$ cat src/rtl/tmds_pkg.sv
// Shared TMDS definitions: control-token characters and word-alignment FSM states.
// The token constants are the same ones the transmit encoder emits during blanking.
package tmds_pkg;

    localparam logic [9:0] TOK_C00 = 10'b1101010100;
    localparam logic [9:0] TOK_C01 = 10'b0010101011;
    localparam logic [9:0] TOK_C10 = 10'b0101010100;
    localparam logic [9:0] TOK_C11 = 10'b1010101011;

    typedef enum logic [1:0] {
        SEARCH = 2'd0,
        SLIP   = 2'd1,
        WAIT   = 2'd2,
        LOCKED = 2'd3
    } align_state_t;

    typedef struct packed {
        logic       hit;
        logic [1:0] ctl;
    } tok_info_t;

    // ctl is {c1,c0}; hit is clear for any data character
    function automatic tok_info_t token_lookup(input logic [9:0] w);
        tok_info_t t;
        t.hit = 1'b1;
        t.ctl = 2'b00;
        case (w)
            TOK_C00: t.ctl = 2'b00;
            TOK_C01: t.ctl = 2'b01;
            TOK_C10: t.ctl = 2'b10;
            TOK_C11: t.ctl = 2'b11;
            default: t.hit = 1'b0;
        endcase
        return t;
    endfunction

endpackage

$ cat src/rtl/tmds_word_align.sv
// Word-boundary alignment: watches the token flag, pulses bitslip until runs of
// control tokens appear, then holds lock until tokens go missing for too long.
module tmds_word_align
    import tmds_pkg::*;
#(
    parameter int CTRL_RUN       = 8,
    parameter int SEARCH_TIMEOUT = 4095,
    parameter int SLIP_WAIT      = 4
) (
    input  logic sys_clk,
    input  logic sys_rst_n,
    input  logic i_is_token,
    output logic o_bitslip,
    output logic o_aligned
);

    localparam int RUN_W = $clog2(CTRL_RUN + 1);
    localparam int TO_W  = $clog2(SEARCH_TIMEOUT + 1);
    localparam int WT_W  = $clog2(SLIP_WAIT + 1);

    localparam logic [RUN_W-1:0] RUN_MAX = RUN_W'(CTRL_RUN);
    localparam logic [TO_W-1:0]  TO_MAX  = TO_W'(SEARCH_TIMEOUT);
    localparam logic [WT_W-1:0]  WT_LAST = WT_W'(SLIP_WAIT - 1);

    align_state_t     r_state;
    logic [RUN_W-1:0] r_run;
    logic [TO_W-1:0]  r_to;
    logic [WT_W-1:0]  r_wait;
    logic             r_bitslip;
    logic             r_aligned;

    logic [RUN_W-1:0] w_run_next;
    logic [TO_W-1:0]  w_to_inc;
    logic             w_run_done;
    logic             w_to_expire;

    always_comb begin
        w_run_next = '0;
        if (i_is_token) begin
            w_run_next = (r_run == RUN_MAX) ? RUN_MAX : r_run + RUN_W'(1);
        end
    end

    // A saturated run keeps counting as complete while tokens keep coming
    assign w_run_done  = (w_run_next == RUN_MAX);
    assign w_to_inc    = r_to + TO_W'(1);
    assign w_to_expire = (w_to_inc == TO_MAX);

    always_ff @(posedge sys_clk or negedge sys_rst_n) begin
        if (!sys_rst_n) begin
            r_state   <= SEARCH;
            r_run     <= '0;
            r_to      <= '0;
            r_wait    <= '0;
            r_bitslip <= 1'b0;
            r_aligned <= 1'b0;
        end else begin
            r_bitslip <= 1'b0;
            case (r_state)
                SEARCH: begin
                    r_run <= w_run_next;
                    if (w_run_done) begin
                        r_state   <= LOCKED;
                        r_aligned <= 1'b1;
                        r_to      <= '0;
                    end else if (w_to_expire) begin
                        r_state   <= SLIP;
                        r_bitslip <= 1'b1;
                        r_to      <= w_to_inc;
                    end else begin
                        r_to <= w_to_inc;
                    end
                end
                SLIP: begin
                    r_run   <= '0;
                    r_to    <= '0;
                    r_wait  <= '0;
                    r_state <= WAIT;
                end
                WAIT: begin
                    // Deserializer output is still settling; tokens here are ignored
                    if (r_wait == WT_LAST) begin
                        r_wait  <= '0;
                        r_state <= SEARCH;
                    end else begin
                        r_wait <= r_wait + WT_W'(1);
                    end
                end
                LOCKED: begin
                    r_run <= w_run_next;
                    if (w_run_done) begin
                        r_to <= '0;
                    end else if (w_to_expire) begin
                        r_state   <= SEARCH;
                        r_aligned <= 1'b0;
                        r_run     <= '0;
                        r_to      <= '0;
                    end else begin
                        r_to <= w_to_inc;
                    end
                end
                default: begin
                    r_state <= SEARCH;
                end
            endcase
        end
    end

    assign o_bitslip = r_bitslip;
    assign o_aligned = r_aligned;

endmodule

$ cat src/rtl/tmds_decode.sv
// TMDS receive channel decoder: 10-bit character in, pixel byte / control bits out,
// two-stage pipeline with word alignment driven by the stage-1 token flag.
module tmds_decode
    import tmds_pkg::*;
#(
    parameter int CTRL_RUN       = 8,
    parameter int SEARCH_TIMEOUT = 4095,
    parameter int SLIP_WAIT      = 4
) (
    input  logic       sys_clk,
    input  logic       sys_rst_n,
    input  logic [9:0] data_in,
    output logic [7:0] data_out,
    output logic       c0,
    output logic       c1,
    output logic       de,
    output logic       bitslip,
    output logic       aligned
);

    tok_info_t  w_tok;
    logic [9:0] r_s1_word;
    logic       r_s1_tok;
    logic [1:0] r_s1_ctl;

    logic [7:0] w_dp;
    logic [7:0] w_q;
    logic       w_aligned;
    logic       w_bitslip;

    logic [7:0] r_data_out;
    logic       r_de;
    logic       r_c0;
    logic       r_c1;

    assign w_tok = token_lookup(data_in);

    always_ff @(posedge sys_clk or negedge sys_rst_n) begin
        if (!sys_rst_n) begin
            r_s1_word <= '0;
            r_s1_tok  <= 1'b0;
            r_s1_ctl  <= 2'b00;
        end else begin
            r_s1_word <= data_in;
            r_s1_tok  <= w_tok.hit;
            r_s1_ctl  <= w_tok.ctl;
        end
    end

    // Undo the optional inversion, then the XOR/XNOR transition chain
    assign w_dp   = r_s1_word[9] ? ~r_s1_word[7:0] : r_s1_word[7:0];
    assign w_q[0] = w_dp[0];

    genvar gi;
    generate
        for (gi = 1; gi < 8; gi++) begin : g_unchain
            assign w_q[gi] = r_s1_word[8] ? (w_dp[gi] ^ w_dp[gi-1])
                                          : ~(w_dp[gi] ^ w_dp[gi-1]);
        end
    endgenerate

    tmds_word_align #(
        .CTRL_RUN       (CTRL_RUN),
        .SEARCH_TIMEOUT (SEARCH_TIMEOUT),
        .SLIP_WAIT      (SLIP_WAIT)
    ) u_align (
        .sys_clk    (sys_clk),
        .sys_rst_n  (sys_rst_n),
        .i_is_token (r_s1_tok),
        .o_bitslip  (w_bitslip),
        .o_aligned  (w_aligned)
    );

    always_ff @(posedge sys_clk or negedge sys_rst_n) begin
        if (!sys_rst_n) begin
            r_data_out <= '0;
            r_de       <= 1'b0;
            r_c0       <= 1'b0;
            r_c1       <= 1'b0;
        end else if (r_s1_tok) begin
            r_data_out <= '0;
            r_de       <= 1'b0;
            r_c1       <= r_s1_ctl[1];
            r_c0       <= r_s1_ctl[0];
        end else if (w_aligned) begin
            r_data_out <= w_q;
            r_de       <= 1'b1;
        end else begin
            // Unaligned data is garbage; keep it off the video path
            r_data_out <= '0;
            r_de       <= 1'b0;
        end
    end

    assign data_out = r_data_out;
    assign de       = r_de;
    assign c0       = r_c0;
    assign c1       = r_c1;
    assign bitslip  = w_bitslip;
    assign aligned  = w_aligned;

endmodule
$ cat config.mk
export PLATFORM = sky130hd
export DESIGN_NAME = tmds_decode
export DESIGN_NICKNAME = d
export VERILOG_FILES = /design/src/rtl/tmds_pkg.sv /design/src/rtl/tmds_word_align.sv /design/src/rtl/tmds_decode.sv
export SDC_FILE = /design/constraint.sdc
export NUM_CORES = 1
export LEC_CHECK = 0
export ABC_AREA = 0
export CAP_MARGIN = 20
export CELL_PAD_IN_SITES_DETAIL_PLACEMENT = 2
export CELL_PAD_IN_SITES_GLOBAL_PLACEMENT = 2
export CORE_MARGIN = 4
export CORE_UTILIZATION = 33
export DETAILED_ROUTE_END_ITERATION = 7
export PLACE_DENSITY = 0.8
export SYNTH_ARGS = -nofsm -noshare
export SYNTH_HDL_FRONTEND = slang
export SYNTH_SLANG_ARGS = --single-unit
export TNS_END_PERCENT = 30
$ cat constraint.sdc
create_clock -name sys_clk -period 1.9 [get_ports sys_clk]
set_clock_uncertainty 0.05 [all_clocks]
set_input_delay 0.38 -clock sys_clk [delete_from_list [all_inputs] [get_ports sys_clk]]
set_output_delay 0.38 -clock sys_clk [all_outputs]
set_load 0.02 [all_outputs]
### Word-level counts from Yosys, hierarchy flattened

Index checks and enable logic that the tools add are counted.

| storage, ports and cells | value |
|---|---|
| bits in registers | 47 |

| operators by class | value |
|---|---|
| add/sub/neg operators | 3 |
| equality and inequality tests | 16 |
| muxes and demuxes | 38 |
| bitwise logic cells | 15 |
| reduce and logical (&&, ||, !) cells | 7 |

Operator list:

| cell | count |
|---|---|
| 2-to-1 mux 12 bit | 3 |
| case mux 12 bit (3 select lines) | 1 |
| 2-to-1 mux 8 bit | 3 |
| equality test 10 bit (second input constant) | 2 |
| 2-to-1 mux 1 bit | 16 |
| 2-to-1 mux 4 bit | 4 |
| adder 12 x 1 -> 12 bit (second input constant) | 1 |
| equality test 12 bit (second input constant) | 1 |
| case mux 4 bit (3 select lines) | 1 |
| equality test 10 x 8 -> 1 bit (second input constant) | 1 |
| equality test 10 x 9 -> 1 bit (second input constant) | 1 |
| 2-to-1 mux 2 bit | 5 |
| equality test 4 bit (second input constant) | 2 |
| inverter 8 bit | 1 |
| case mux 2 bit (4 select lines) | 1 |
| AND reduction 4 bit | 2 |
| inverter 1 bit | 7 |
| bitwise XOR 1 bit | 7 |
| != test 2 x 1 -> 1 bit (second input constant) | 3 |
| case mux 2 bit (3 select lines) | 1 |
| case mux 3 bit (2 select lines) | 1 |
| adder 4 x 1 -> 4 bit (second input constant) | 1 |
| equality test 2 bit (second input constant) | 2 |
| nonzero test 2 bit | 2 |
| other kinds (10) | 10 |

### Longest topological paths before layout

Gate-level depths: netlist of the first run.

| logic depth | value |
|---|---|
| word-level depth | 7 |
| gate-level depth with buffers | 8 |

### By module

Synthesis of the first run repeated with hierarchy kept, for this count alone.

| second synthesis, totals | value |
|---|---|
| cell total of the unflattened synthesis | 247 |
| area, all modules | 2517.4 um2 |

Modules (own cells, without submodules):

| module | times used | cells an instance | area each (um2) | sequential area each (um2) |
|---|---|---|---|---|
| tmds_word_align | 1 | 185 | 1589.0 | 575.6 |
| tmds_decode | 1 | 62 | 928.4 | 600.6 |

### Worst setup path before layout of the first run

Ideal clock, no wire load.

| timing | value |
|---|---|
| kind | flip-flop to flip-flop |
| start point | register u_align.r_to[0] |
| end point | register u_align.r_state[0] |
| setup time | 0.128 ns |
| data arrival time | 1.891 ns |
| setup slack | -0.169 ns |
| cell stages (with the launch flop) | 8 |
| period minus slack after synthesis | 2.069 ns |
| path through | dfrtp_1 > ha_1 > and3_2 > nand2_1 > o211ai_2 > a2111oi_4 > o21ai_2 > mux2_1 |

| between the ends | value |
|---|---|
| word-level cells in the longest chain between the ends | 4 |

Ends and longest elaborated chain:

| item | RTL line | RTL |
|---|---|---|
| from (decl) | tmds_word_align.sv:27 | `logic [TO_W-1:0] r_to;` |
| from (signal assigned) | tmds_word_align.sv:69 | `r_to <= w_to_inc;` |
| from (signal assigned) | tmds_word_align.sv:71 | `r_to <= w_to_inc;` |
| from (signal assigned) | tmds_word_align.sv:99 | `r_to <= w_to_inc;` |
| adder 12 x 1 -> 12 bit (*) | tmds_word_align.sv:46 | `assign w_to_inc = r_to + TO_W'(1);` |
| equality test 12 bit (*) | tmds_word_align.sv:47 | `assign w_to_expire = (w_to_inc == TO_MAX);` |
| != test 3 x 1 -> 1 bit (no line) or != test 2 x 1 -> 1 bit (tied branches) | -- |  |
| AND reduction 4 bit (no line) (*) | -- |  |
| to (signal assigned) | tmds_word_align.sv:51 | `r_state <= SEARCH;` |
| to (signal assigned) | tmds_word_align.sv:63 | `r_state <= LOCKED;` |
| to (signal assigned) | tmds_word_align.sv:67 | `r_state <= SLIP;` |
| to (decl) | tmds_word_align.sv:25 | `align_state_t r_state;` |

Mark *: on every way between the ends. The rest lies on a longest branch, timed or not.
A chain may end at the register's enable or synchronous reset.

### Worst setup path after layout of the first run

| timing | value |
|---|---|
| start point | register u_align.r_to[0] |
| end point | register u_align.r_state[1] |

The elaborated chain is that of the path after synthesis.

==> results.yml, run 1 <==
die:
  start_util_pct: 34.3
  fp.dieArea_um2: 8560
  die_w_um: 92.5
  die_h_um: 92.5
  rows: 30
  core_area_um2: 6870
  pin_count: 25
synthesis:
  syn_nets: 249
  async_flop_share_pct: 100
  synth_flop_cell: "dfrtp_1"
  synth_area_um2: 2360
  ys_seq_elements: 47
  synth_warnings: 0
  avgSynthCellArea_um2: 10.4
  netlist_instances: 226
  synth_edf_count: 0
  ys_seq_area_share_pct: 49.9
  synth_cell_types: 55
power:
  p_leak_nw: 1.52
  power.density_nw_per_um2: 571
  max-vdd-ir-drop_uv: 368
  finalPower_mw: 2.02
final_layout:
  diodes: 0
  ff_latch_area_um2: 1180
  drive_gt1_share_pct: 37.3
  fin_util_pct: 51.5
  fin_nets: 325
  fillers: 695
  instances_no_fill: 399
  areaGrowthSynthToFinish_pct: 50.2
  multi_input_area_um2: 1390
  final_area_um2: 3540
global_route:
  grt_pass1_wl_um: 13100
  grt_start_max_net_pins: 22
  antenna_found_initial: 0
  grt.total_usage_pct: 19.9
  grt_overflow_total: 0
  grt_pass1_vias: 2479
worst_hold_path:
  hp-class: "reg2reg"
  whs_path_depth: 1
timing:
  period_needed_ns: 2.19
  fmax_mhz: 456
  hold_viol: 0
  worst_slack_ns: -0.291
  relSlewSlack_pct: 73.2
  setup_violations: 20
  drv_slew: 0
  final.setup.tns_ns: -3.16
  worst_slew_pin_slew_ns: 0.403
  rsz0062_at_grt: "true"
  whs_ns: 0.443
  post-route-period-util_pct: 115
run_status:
  outcome: "finished with violations"
  violations: "setup timing"
setup_path:
  worstPathRequired_ns: 2.05
  path_cells: "ha_4 > xnor2_4 > nor3b_4 > nand2_2 > a2111oi_4 > o21ai_2 > mux2_4"
  crit_type: "reg2reg"
  cp-end-kind: "flip-flop"
  reg2regPathDepth: 7
  cp.arrival_ns: 2.34
  slowest_delay_ns: 0.46
  cp_num_buf_inv: 0
  cp_num_cells: 7
  crit_path_start_kind: "flip-flop"
  crit_family: "compound AO/OA/AOI/OAI gates"
  path_max_fanout: 3
  slowest_stage: "dfrtp_2"
placed_design:
  port_buffers: 24
  place_area_um2: 3020
  dp_cells: 382
  dp_hpwl_um: 5210
  place_congestion: 0.769
  place_ws_ns: -0.436
routing:
  drt-total-wl_um: 8830
  via_count: 2096
  remaining_drc_errors: 0
  wl_per_cell_um: 22.1
  first_pass_iters: 4
  avgViaCountPerCell: 5.25
  drt_iter0_drc: 72
  ant_nets: 0
clock_tree:
  root_buffer: "clkbuf_8"
  numCtsBuffers: 5
  tritoncts: "yes"
  cts.clk_slew.worst_paths_ns: 0.10
  clk-insertion-delay-late_ns: 0.32
  clock_sinks: 47
  clock_path_buffers: 2
  ctsHtreeMaxLevel: 2
job:
  max_cap_viol_count: 0
## worst paths after layout
check | start | endpoint | slack [ns]
setup / recovery | u_align.r_to[0] | u_align.r_state[1] | -0.29
hold / removal | r_s1_ctl[1] | c1 | 0.44
setup reg to reg | u_align.r_to[0] | u_align.r_state[1] | -0.29
hold reg to reg | r_s1_ctl[1] | c1 | 0.44
max in group asynchronous | sys_rst_n | r_s1_word[1] | 0.77
min in group asynchronous | sys_rst_n | u_align.r_to[9] | 0.46
## worst register-to-register path: stages (launching register included)
cell and delay (ns):
dfrtp_2 0.46, ha_4 0.20, xnor2_4 0.13, nor3b_4 0.26, nand2_2 0.10, a2111oi_4 0.41
o21ai_2 0.14, mux2_4 0.31
## per-layer routing
| metal | vias to the layer above | GRT usage, % | wire (µm) |
|---|---|---|---|
| li1 | 942 | - | - |
| met1 | 1083 | 22.4 | 3350 |
| met5 | - | 0 | 0 |
| met3 | 24 | 3.57 | 256 |
| met2 | 47 | 37.5 | 4870 |
| met4 | 0 | 6.44 | 345 |
## area by class of cell
type / instances / share of cell area [%]
Clock buffer: 6 / 2.05
Clock inverter: 2 / 1.70
Inverter: 14 / 1.56
Multi-Input combinational cell: 159 / 39.1
Sequential cell: 47 / 33.3
Tap cell: 96 / 3.39
Timing Repair Buffer: 75 / 18.9
## logic make-up (layout without fill, tap and decap cells)
logic type	Yosys count	count (layout)	share of synthesized area [%]
XOR/XNOR	16	16	5.95
AO/OA/AOI/OAI	45	45	14.4
adder cells (fa/ha/maj)	11	11	5.84
multiplexers	5	5	2.34
AND/OR/NAND/NOR	82	82	18.3
flip-flops	47	47	49.9
buffers and inverters	20	97	3.24
## cells in the mapped netlist, drive strengths merged, types with 3 or more instances
master | number | area share [%]
nand2 | 27 | 4.6
o31ai | 4 | 1.3
o21ai | 13 | 2.9
inv | 14 | 2.2
a31oi | 3 | 0.80
nor2b | 3 | 0.80
nor2 | 17 | 2.7
a21oi | 3 | 0.80
dfrtp | 47 | 50
nor3 | 5 | 1.3
mux2 | 4 | 1.9
nand3 | 10 | 2.1
a22oi | 4 | 1.3
nand4b | 3 | 1.1
clkbuf | 5 | 0.80
xnor2 | 15 | 5.6
nand4 | 3 | 1.1
ha | 11 | 5.8
## where the power goes
| group | total, mW | switching [mW] | internal [mW] |
|---|---|---|---|
| logic | 0.0973 | 0.0477 | 0.0497 |
| clock network | 0.904 | 0.378 | 0.526 |
| registers | 1.02 | 0.00879 | 1.01 |
## registers in the layout, summed over array words and instances, names as in the netlist
register,cells
u_align.r_to,12
r_s1_word,10
data_out,8
u_align.r_run,4
u_align.r_wait,3
r_s1_ctl,2
u_align.r_state,2
c0,1
c1,1
de,1
r_s1_tok,1
u_align.o_aligned,1
u_align.o_bitslip,1
## placed cells by master (no fill, tap or decap), types with 3 or more instances in the layout
master           count
buf_6                6
nand4b_1             3
nand3_1              6
nor3_1               3
o21ai_1              7
nand3_2              3
o21ai_0              4
nand2_2              4
ha_1                 7
buf_4               42
nand2_1             22
ha_4                 3
nor2_1              15
dfrtp_1             45
clkdlybuf4s50_1     23
xnor2_1             12
inv_1               11
a22oi_2              3
clkbuf_8             5
## what timing repair did
item,in CTS,in global routing
setup buffers,5,3
pin swaps,7,5
hold buffers,1,0
hold endpoints to repair,12,0
gates resized for setup,26,38
endpoints found under the setup margin,20,20
Note: power is estimated with default switching activity, not from simulation.
==> run 2, diff against run 1 <==
--- a/config.mk
+++ b/config.mk
@@ -15,5 +15,6 @@
 export PLACE_DENSITY = 0.8
 export SYNTH_ARGS = -nofsm -noshare
 export SYNTH_HDL_FRONTEND = slang
+export SYNTH_HIERARCHICAL = 1
 export SYNTH_SLANG_ARGS = --single-unit
 export TNS_END_PERCENT = 30
==> run 2 against run 1 <==
The run still ends with setup timing left. Cell count grew 8.3%. Non-clock buffer count grew 11. Sequential share of layout area shrank 1.2 points. Routed wire length grew 11%. Count of clock-buffer cells in the layout shrank 1. Synthesized area grew 6.8%. Core utilization shrank 1.4 points. Clock power shrank 13%. Register-to-register slack lost 0.16 ns. Total power shrank 4.6%. Sequential cell count is the same. Design area grew 3.7%. Critical endpoint is now u_align/r_state[0].
==> results.yml, run 2 <==
run_status:
  outcome: "finished with violations"
  violations: "setup timing"
timing:
  relSlewSlack_pct: 63.4
  setup_violations: 20
  worst_slack_ns: -0.447
  drv_slew: 0
  period_needed_ns: 2.35
  post-route-period-util_pct: 124
  worst_slew_pin_slew_ns: 0.550
  rsz0062_at_grt: "true"
  hold_viol: 0
  fmax_mhz: 426
clock_tree:
  numCtsBuffers: 5
  clock_sinks: 47
  clk-insertion-delay-late_ns: 0.31
  clock_path_buffers: 2
  root_buffer: "clkbuf_8"
  ctsHtreeMaxLevel: 2
  cts.clk_slew.worst_paths_ns: 0.10
  tritoncts: "yes"
setup_path:
  slowest_delay_ns: 0.45
  path_max_fanout: 5
  r2r_setup_slack_ns: -0.45
  cp.arrival_ns: 2.53
  crit_path_start_kind: "flip-flop"
  worstPathRequired_ns: 2.08
  slowest_stage: "dfrtp_2"
  cp-end-kind: "flip-flop"
  path_cells: "nand4_4 > or3_4 > a221oi_4 > buf_4 > buf_6 > a31oi_1 > or3_1 > a21oi_2"
  crit_type: "reg2reg"
  crit_family: "simple AND/OR/NAND/NOR gates"
  cp_num_buf_inv: 2
final_layout:
  drive_gt1_share_pct: 36.0
  multi_input_area_um2: 1460
  layout_common_cells: "56 x buf_4, 45 x dfrtp_1, 24 x nand2_1"
  largest_reg_flops: 12
  final_area_um2: 3670
  largest_register: "u_align/r_to"
  areaGrowthSynthToFinish_pct: 45.9
  diodes: 0
  fillers: 742
  fin_util_pct: 50.1
  final_common_cell: "buf_4"
  fin_nets: 354
  ff_latch_area_um2: 1180
job:
  max_cap_viol_count: 0
routing:
  remaining_drc_errors: 0
  via_count: 2341
  first_pass_iters: 4
  wl_per_cell_um: 22.6
  avgViaCountPerCell: 5.42
  drt-total-wl_um: 9780
  ant_nets: 0
  drt_iter0_drc: 100
global_route:
  antenna_found_initial: 0
  grt_pass1_wl_um: 14900
  grt_start_max_net_pins: 48
  grt_pass1_vias: 2721
  grt_overflow_total: 0
  grt.total_usage_pct: 22.1
synthesis:
  ys_seq_elements: 47
  yosysTopAreaCell: "dfrtp_1"
  synth_top_area_share_pct: 46.7
  async_flop_share_pct: 100
  netlist_instances: 247
  avgSynthCellArea_um2: 10.2
  synth_area_um2: 2520
  synth_flop_cell: "dfrtp_1"
  synth_edf_count: 0
  yosysMostFrequentCell: "dfrtp_1"
  syn_nets: 269
  synth_warnings: 6
  ys_seq_area_share_pct: 46.7
  synthTopCellsByArea: "dfrtp_1 47%, ha_1 5.0%, nand2_1 3.7%, xnor2_4 3.3%, xnor2_1 3.1%"
  synth.top_cells.by_count: "47 x dfrtp_1, 25 x nand2_1, 20 x nor2_1"
  synth_cell_types: 52
placed_design:
  place_congestion: 0.827
  dp_hpwl_um: 6210
  port_buffers: 24
  place_area_um2: 3230
worst_hold_path:
  hp-class: "reg2reg"
die:
  rows: 31
  fp.dieArea_um2: 9090
  die_h_um: 95.3
  core_area_um2: 7330
  pin_count: 25
  start_util_pct: 34.3
  die_w_um: 95.3
power:
  p_sw_mw: 0.455
  swShare_pct: 23.6
  power.density_nw_per_um2: 525
  p_comb_share_pct: 5.8
  p_leak_nw: 1.62
  seqPwrFrac_pct: 53.3
  max-vdd-ir-drop_uv: 283
  power.clock.fraction_pct: 40.9
  finalPower_mw: 1.93
  internal-power_mw: 1.47
==> run 2: changes by cell type in the layout (fill, tap and decap cells not counted), sizes merged, moves of 6 or more <==
| cell | delta |
|---|---|
| o22ai | +6 |
| buf | +11 |
| a21oi | +8 |
| nand4 | +6 |
==> run 2: repair_timing <==
action | in CTS | in global routing
endpoints found under the hold margin | 26 | 0
buffers inserted | 6 | 4
setup endpoints to repair | 20 | 20
pin swaps | 8 | 7
gates resized for setup | 25 | 26
hold buffers | 1 | 0
==> run 2: final timing paths <==
kind,startpoint,end,cells after the start
setup / recovery,u_align/r_to[0],u_align/r_state[0],8
hold / removal,r_s1_ctl[1],c1,1
setup reg to reg,u_align/r_to[0],u_align/r_state[0],8
hold reg to reg,r_s1_ctl[1],c1,1
max in group asynchronous,sys_rst_n,u_align/r_to[1],3
min in group asynchronous,sys_rst_n,u_align/r_to[5],3
==> run 2: area by class of cell <==
class / instances / area share, %
inverter: 17 / 1.74
clock inverter: 3 / 1.29
timing repair buffer: 86 / 19.9
tap: 99 / 3.37
clock buffer: 5 / 1.87
sequential: 47 / 32.1
multi-input combinational: 175 / 39.7
==> run 2: layer usage <==
layer,wire (µm),GRT usage (%),vias up
li1,-,-,1044
met5,0,0,-
met1,3710,24.3,1216
met4,331,9.74,0
met3,261,4.10,21
met2,5480,41.1,60
==> run 2: metrics by stage <==
| stage | TNS [ns] | hold slack, ns | setup WS, ns | std cells |
|---|---|---|---|---|
| 4_1_cts | -5.88 | 0.447 | -0.352 | 428 |
| 3_3_place_gp | -4.33 | 0.340 | -0.283 | 413 |
| 5_1_grt | -7.63 | 0.476 | -0.509 | 432 |
| 2_1_floorplan | -2.87 | 0.0344 | -0.213 | 247 |
| 6_report | -5.92 | 0.441 | -0.447 | 432 |
| 3_5_place_dp | -7.38 | 0.344 | -0.476 | 413 |
==> run 2: power groups by stage <==
stage	Combinational [mW]	Sequential (mW)	Clock, mW
after floorplan	0.0565	1.04	0
after global placement	0.105	1.04	0
after detailed placement	0.113	1.05	0
after CTS	0.116	1.03	0.827
after global routing	0.124	1.03	0.858
final	0.113	1.03	0.788
==> run 2: worst reg2reg max path: cells and delay by family, from the launching register on <==
family | cells | cell delay [ns]
DFF | 1 | 0.45
and+or+nand+nor | 3 | 0.90
AOI/OAI and AO/OA | 3 | 0.61
buffers and inverters | 2 | 0.26
==> run 2: kinds of logic after synthesis <==
family                   synth area share [%]
AND/OR/NAND/NOR                          20.8
AO/OA/AOI/OAI                            13.5
flip-flops                               46.7
buffers and inverters                    5.02
XOR/XNOR                                 6.41
adder cells (fa/ha/maj)                  4.97
multiplexers                             2.53
